### config.mk
export PLATFORM = sky130hd
export DESIGN_NAME = repsub_divider
export DESIGN_NICKNAME = d
export VERILOG_FILES = /design/src/rtl/repsub_divider.sv
export SDC_FILE = /design/constraint.sdc
export NUM_CORES = 1
export LEC_CHECK = 0
export BUFFER_PORTS_ARGS = -buffer_cell sky130_fd_sc_hd__buf_4
export CORE_MARGIN = 3
export CORE_UTILIZATION = 25
export DETAILED_ROUTE_END_ITERATION = 7
export PLACE_DENSITY = 0.54
export SLEW_MARGIN = 10
export SYNTH_ARGS = -nofsm -noshare
export SYNTH_HDL_FRONTEND = slang
export SYNTH_SLANG_ARGS = --single-unit
### constraint.sdc
create_clock -name CLK -period 2.8 [get_ports CLK]
set_clock_uncertainty 0.15 [all_clocks]
set_input_delay 0.28 -clock CLK [delete_from_list [all_inputs] [get_ports CLK]]
set_output_delay 0.28 -clock CLK [all_outputs]
set_load 0.05 [all_outputs]
### src/rtl/repsub_divider.sv
// repsub_divider: sequential unsigned divider by repeated subtraction.
// Takes apart a value built by the add-and-load accumulator into quotient
// and remainder, one subtraction per clock, with a Start/Busy/Done handshake.
module repsub_divider #(
    parameter int WIDTH = 8
) (
    input  logic             CLK,
    input  logic             Clr,
    input  logic             Start,
    input  logic [WIDTH-1:0] Dividend,
    input  logic [WIDTH-1:0] Divisor,
    output logic [WIDTH-1:0] Quotient,
    output logic [WIDTH-1:0] Remainder,
    output logic             Busy,
    output logic             Done,
    output logic             DivZero
);

    typedef enum logic [1:0] {
        IDLE,
        RUN,
        DONE
    } state_t;

    state_t           state;
    logic [WIDTH-1:0] divisor_reg;

    // Single FSM: accepts requests in IDLE/DONE, subtracts once per clock in RUN,
    // and keeps every output registered so results hold steady after Done.
    always_ff @(posedge CLK or posedge Clr) begin
        if (Clr) begin
            state       <= IDLE;
            divisor_reg <= '0;
            Quotient    <= '0;
            Remainder   <= '0;
            Busy        <= 1'b0;
            Done        <= 1'b0;
            DivZero     <= 1'b0;
        end else begin
            case (state)
                IDLE, DONE: begin
                    Done <= 1'b0;
                    if (Start) begin
                        divisor_reg <= Divisor;
                        Remainder   <= Dividend;
                        DivZero     <= 1'b0;
                        if (Divisor != '0) begin
                            Quotient <= '0;
                            Busy     <= 1'b1;
                            state    <= RUN;
                        end else begin
                            Quotient <= '1;
                            DivZero  <= 1'b1;
                            Done     <= 1'b1;
                            state    <= DONE;
                        end
                    end else begin
                        state <= IDLE;
                    end
                end
                RUN: begin
                    if (Remainder >= divisor_reg) begin
                        Remainder <= Remainder - divisor_reg;
                        Quotient  <= Quotient + 1'b1;
                    end else begin
                        Busy  <= 1'b0;
                        Done  <= 1'b1;
                        state <= DONE;
                    end
                end
                default: begin
                    state <= IDLE;
                    Busy  <= 1'b0;
                    Done  <= 1'b0;
                end
            endcase
        end
    end

endmodule

; ---- After elaboration in Yosys (flattened, before gate mapping)
; Index checks and enable logic that the tools add are counted.
; W data, S select, Z words.
[word_totals]
reg_bits = 29
inputBits = 19
word_cells = 42
out_inout_bits = 19
[op_classes]
n_addsub = 2
eq_ne = 6
reduce_logical = 7
order_cmp = 1
mux = 19
[op_table]
columns = op, count
row1 = $mux W8, 5
row2 = $pmux W8 S2, 2
row3 = $add A8 B1 Y8 const B, 1
row4 = $ge A8 B8 Y1, 1
row5 = $ne A2 B2 Y1 const B, 4
row6 = $reduce_bool A8 Y1, 1
row7 = $sub A8 B8 Y8, 1
row8 = $mux W1, 6
row9 = $mux W2, 3
row10 = $reduce_and A3 Y1, 2
row11 = $pmux W1 S2, 2
row12 = $pmux W2 S2, 1
row13 = $eq A2 B1 Y1 const B, 1
row14 = $eq A2 B2 Y1 const B, 1
row15 = $logic_not A2 Y1, 1
row16 = $reduce_and A2 Y1, 1
row17 = $reduce_bool A2 Y1, 1
row18 = $reduce_or A2 Y1, 1

; ---- Depth between registers and ports, before layout
[depth]
word_depth = 4
ltp_mapped = 10
mapped_depth_nobuf = 9

; ---- Worst setup path after synthesis
; No wires, ideal clock.
[synth_path]
path_type = reg2reg
start = register Remainder[0]
end = register Remainder[3]
t_required_ns = 2.524
n_path_buf = 1
path_stages_with_launch = 11
setup_slack_ns = 0.234
setup_ns = 0.126
t_arrival_ns = 2.290
synth_period_minus_slack_ns = 2.566
cell_sequence = dfrtp_1 > inv_1 > ha_1 > inv_1 > fa_1 > nand3_1 > a311oi_2 > o21ai_2 > and2_4 > buf_6 > a221o_1
[synth_via]
elab_chain_len = 3
word_cells_on_any_way = 6
classes_between = add/sub: 1 / order compare: 1 / eq/ne: 1 / mux: 2 / reduce/logical: 1
[synth_rtl]
columns = item, line
row1 = "start, declared", 13  ; output logic [WIDTH-1:0] Remainder,
row2 = "start signal, assigned", 45  ; Remainder <= Dividend;
row3 = "start signal, assigned", 63  ; Remainder <= Remainder - divisor_reg;
row4 = $sub A8 B8 Y8 or $ge A8 B8 Y1 (tied branches), "63, 62"
row5 = $mux W8 or $ne A2 B2 Y1 (tied branches), --
row6 = $pmux W8 S2 or $reduce_and A3 Y1 (tied branches), --
; Parallel ways exist; a longest one is shown, timed or not. The select of a mux whose other input is x is not followed.
; A chain may end at the register's enable or synchronous reset.

; ---- Worst setup path after layout
[layout_path]
start = register Remainder[0]
end = register Quotient[6]
[layout_via]
elab_chain_len = 3
[layout_rtl]
columns = item, line
row1 = $ge A8 B8 Y1, 62  ; if (Remainder >= divisor_reg) begin
row2 = $ne A2 B2 Y1 (no source line), --
row3 = $reduce_and A3 Y1 (no source line), --
row4 = "end signal, assigned", 64  ; Quotient <= Quotient + 1'b1;
row5 = "end, declared", 12  ; output logic [WIDTH-1:0] Quotient,
; No other way between the ends.

==> results.toml <==
[power_and_ir_drop]
switching_power_mw = 1.488
p_int_mw = 1.429
power_mw = 2.916
switching_share_pct = 51.02
leakagePower_nw = 0.9624
clkPwrFrac_pct = 8.8
pwr-share-comb_pct = 66.7
power_density_nw_per_um2 = 1383
seq_power_share_pct = 24.5
vdd_drop_max_mv = 0.6556

[cells_and_area]
instances_no_fill = 299
final_cell_area_sq_um = 2108
drive_gt1_share_pct = 24.32
num_antenna_cells = 0
utilization_pct = 32.83
areaGrowthSynthToFinish_pct = 26.50
fin_nets = 252

[clock_tree]
cts_buffers = 3
h-tree-depth = 1
clk_pin_slew_ns = 0.10
clock_latency_ns = 0.28
cts_setup_buffers = 0
cts_tree = "yes"
clkSinkCount = 28
clock_path_buffers = 2
cts_root_buffer = "clkbuf_8"

[worst_setup_path]
cp_num_cells = 10
worst_path_max_delay_cell = "fa_1"
reg2reg_depth = 10
endpoint_kind = "register"
cp_common_cell = "inv_1"
worstPathMaxFanout = 10
cp_num_buf_inv = 3
startpoint_type = "register"
crit_type = "reg2reg"
cp.arrival_ns = 2.49
crit_chain = "inv_1, ha_1, inv_1, fa_1, nand3_1, a311oi_2, o21ai_4, buf_4, o21a_1, o31ai_1"
slowest_delay_ns = 0.41
cp_top_family = "compound AO/OA/AOI/OAI gates"
cp.required_ns = 2.82

[drt]
routed_via_density = 4.823
routed-wl-met3_microns = 153
routed.top_layer = "met4"
dr_wl_met2_microns = 1831
wirelength_microns = 4180
drtPass1Iterations = 4
wl_per_cell_microns = 13.98
drtIter0Drc = 67
m1WireLength_microns = 2142
vias = 1442
antenna_left = 0
drc = 0

[synthesis]
ys_ff_latch = 28
synth-edff-count = 0
synth.most_common_cell = "dfrtp_1"
ys_seq_area_share_pct = 42.04
synth_common_cells = "dfrtp_1, nand2_1, inv_1, o21ai_0, a21oi_1"
synth_area_sq_um = 1667
avgSynthCellArea_sq_um = 9.157
synthTopCellsByArea = "dfrtp_1, ha_1, nand2_1"
syn_nets = 211
synthCells = 182
synth-async-reset-ratio_pct = 100.0
ys.flop_type = "dfrtp_1"
ys_warn_count = 0
yosysUniqueCellTypes = 42
yosys.area.top_type = "dfrtp_1"
synth_top_area_share_pct = 42.04

[sta]
final_hold_viol_count = 0
tightestPinTransition_ns = 0.4349
fmax_mhz = 403.9
relSlewSlack_pct = 71.01
report.final.slew_viol_count = 0
setup_tns_ns = 0
post-route-min-period_ns = 2.476
finalWorstSetupSlack_ns = 0.3244
hold_ws_ns = 0.06278
setup_viol = 0
rsz0062_at_grt = "false"
post-route-period-util_pct = 88.41

[floorplanning]
die_h_microns = 87.65
die_x_microns = 87.65
fp-row-count = 29
io_pins = 38
core_area_sq_um = 6422
start_util_pct = 25.95
dieArea_sq_um = 7682

[grt]
grt_start_max_net_pins = 29
grt_pass1_vias = 1379
grt_first_pass_wirelength_microns = 6941
grt_overflow = 0
antenna_found_initial = 0
grt_usage_pct = 11.58

[placed_design]
portBuffers = 37
place.detailed.hpwl_microns = 3232
dp.cells = 294
gp_congestion = 0.8286
dp_worst_setup_slack_ns = 0.2284
placed_area_sq_um = 2036

[status]
status = "finished, final reports clean"

[min_path]
hold_path_class = "in2reg"
hold_depth = 3

[run]
drv_cap = 0
-- power by group through the flow --
stage | Clock (mW) | Sequential, mW | Combinational [mW]
floorplan | 0 | 1.05 | 1.14
global placement | 0 | 0.723 | 1.92
detailed placement | 0 | 0.725 | 1.93
CTS | 0.269 | 0.717 | 1.95
global route | 0.283 | 0.744 | 2.16
finish | 0.256 | 0.714 | 1.95
-- cell type report --
class,instances,area [sq um]
inverters,18,67.56
well taps,77,96.34
clock buffers,4,55.05
repair buffers,41,310.3
multi-input cells,131,878.3
flip-flops and latches,28,700.7
fillers,657,4314
-- routing by layer --
layer  track usage (%)  up-vias
li1                  -      742
met1             17.11      664
met2             17.19       31
met3             1.787        5
met4             3.766        0
met5                 0        -
-- final timing paths --
check	slack (ns)	endpoint	startpoint
max in group asynchronous	1.76	Remainder[0]	Clr
setup reg to reg	0.32	Quotient[6]	Remainder[0]
min in group asynchronous	0.46	Quotient[2]	Clr
hold reg to reg	0.34	DivZero	DivZero
setup / recovery	0.32	Quotient[6]	Remainder[0]
hold / removal	0.06	divisor_reg[3]	Divisor[3]
-- cell families (layout without fill, tap and decap cells) --
| family | Yosys count | in the layout | share of synthesized area (%) |
|---|---|---|---|
| AOI/OAI and AO/OA | 56 | 56 | 23.50 |
| xor gates and xnor gates | 3 | 3 | 1.577 |
| adders and majority gates | 10 | 10 | 7.958 |
| buffers and inverters | 23 | 63 | 5.705 |
| DFF | 28 | 28 | 42.04 |
| muxes | 3 | 3 | 2.027 |
| and+or+nand+nor | 59 | 59 | 17.19 |
-- worst min-delay path: cells and delay by family --
| kind | cells | cell delay (ns) |
|---|---|---|
| AO/OA/AOI/OAI | 1 | 0.06 |
| buffers and inverters | 1 | 0.08 |
| AND/OR/NAND/NOR | 1 | 0.03 |
-- what timing repair did --
action	CTS	global route
resized for setup	0	1
setup endpoints to repair	0	5
hold buffers	1	0
endpoints found under the hold margin	28	0
-- placed cells by master (no fill, tap or decap), drive strengths merged, types with 4 or more instances in the layout --
master | Yosys | routed
a21oi | 12 | 12
buf | 2 | 40
clkbuf | 3 | 4
dfrtp | 28 | 28
ha | 9 | 9
inv | 18 | 18
nand2 | 20 | 20
nand2b | 5 | 5
nand3 | 8 | 8
nor2 | 11 | 11
o211ai | 5 | 5
o21ai | 16 | 16
Note: power is estimated with default switching activity, not from simulation.
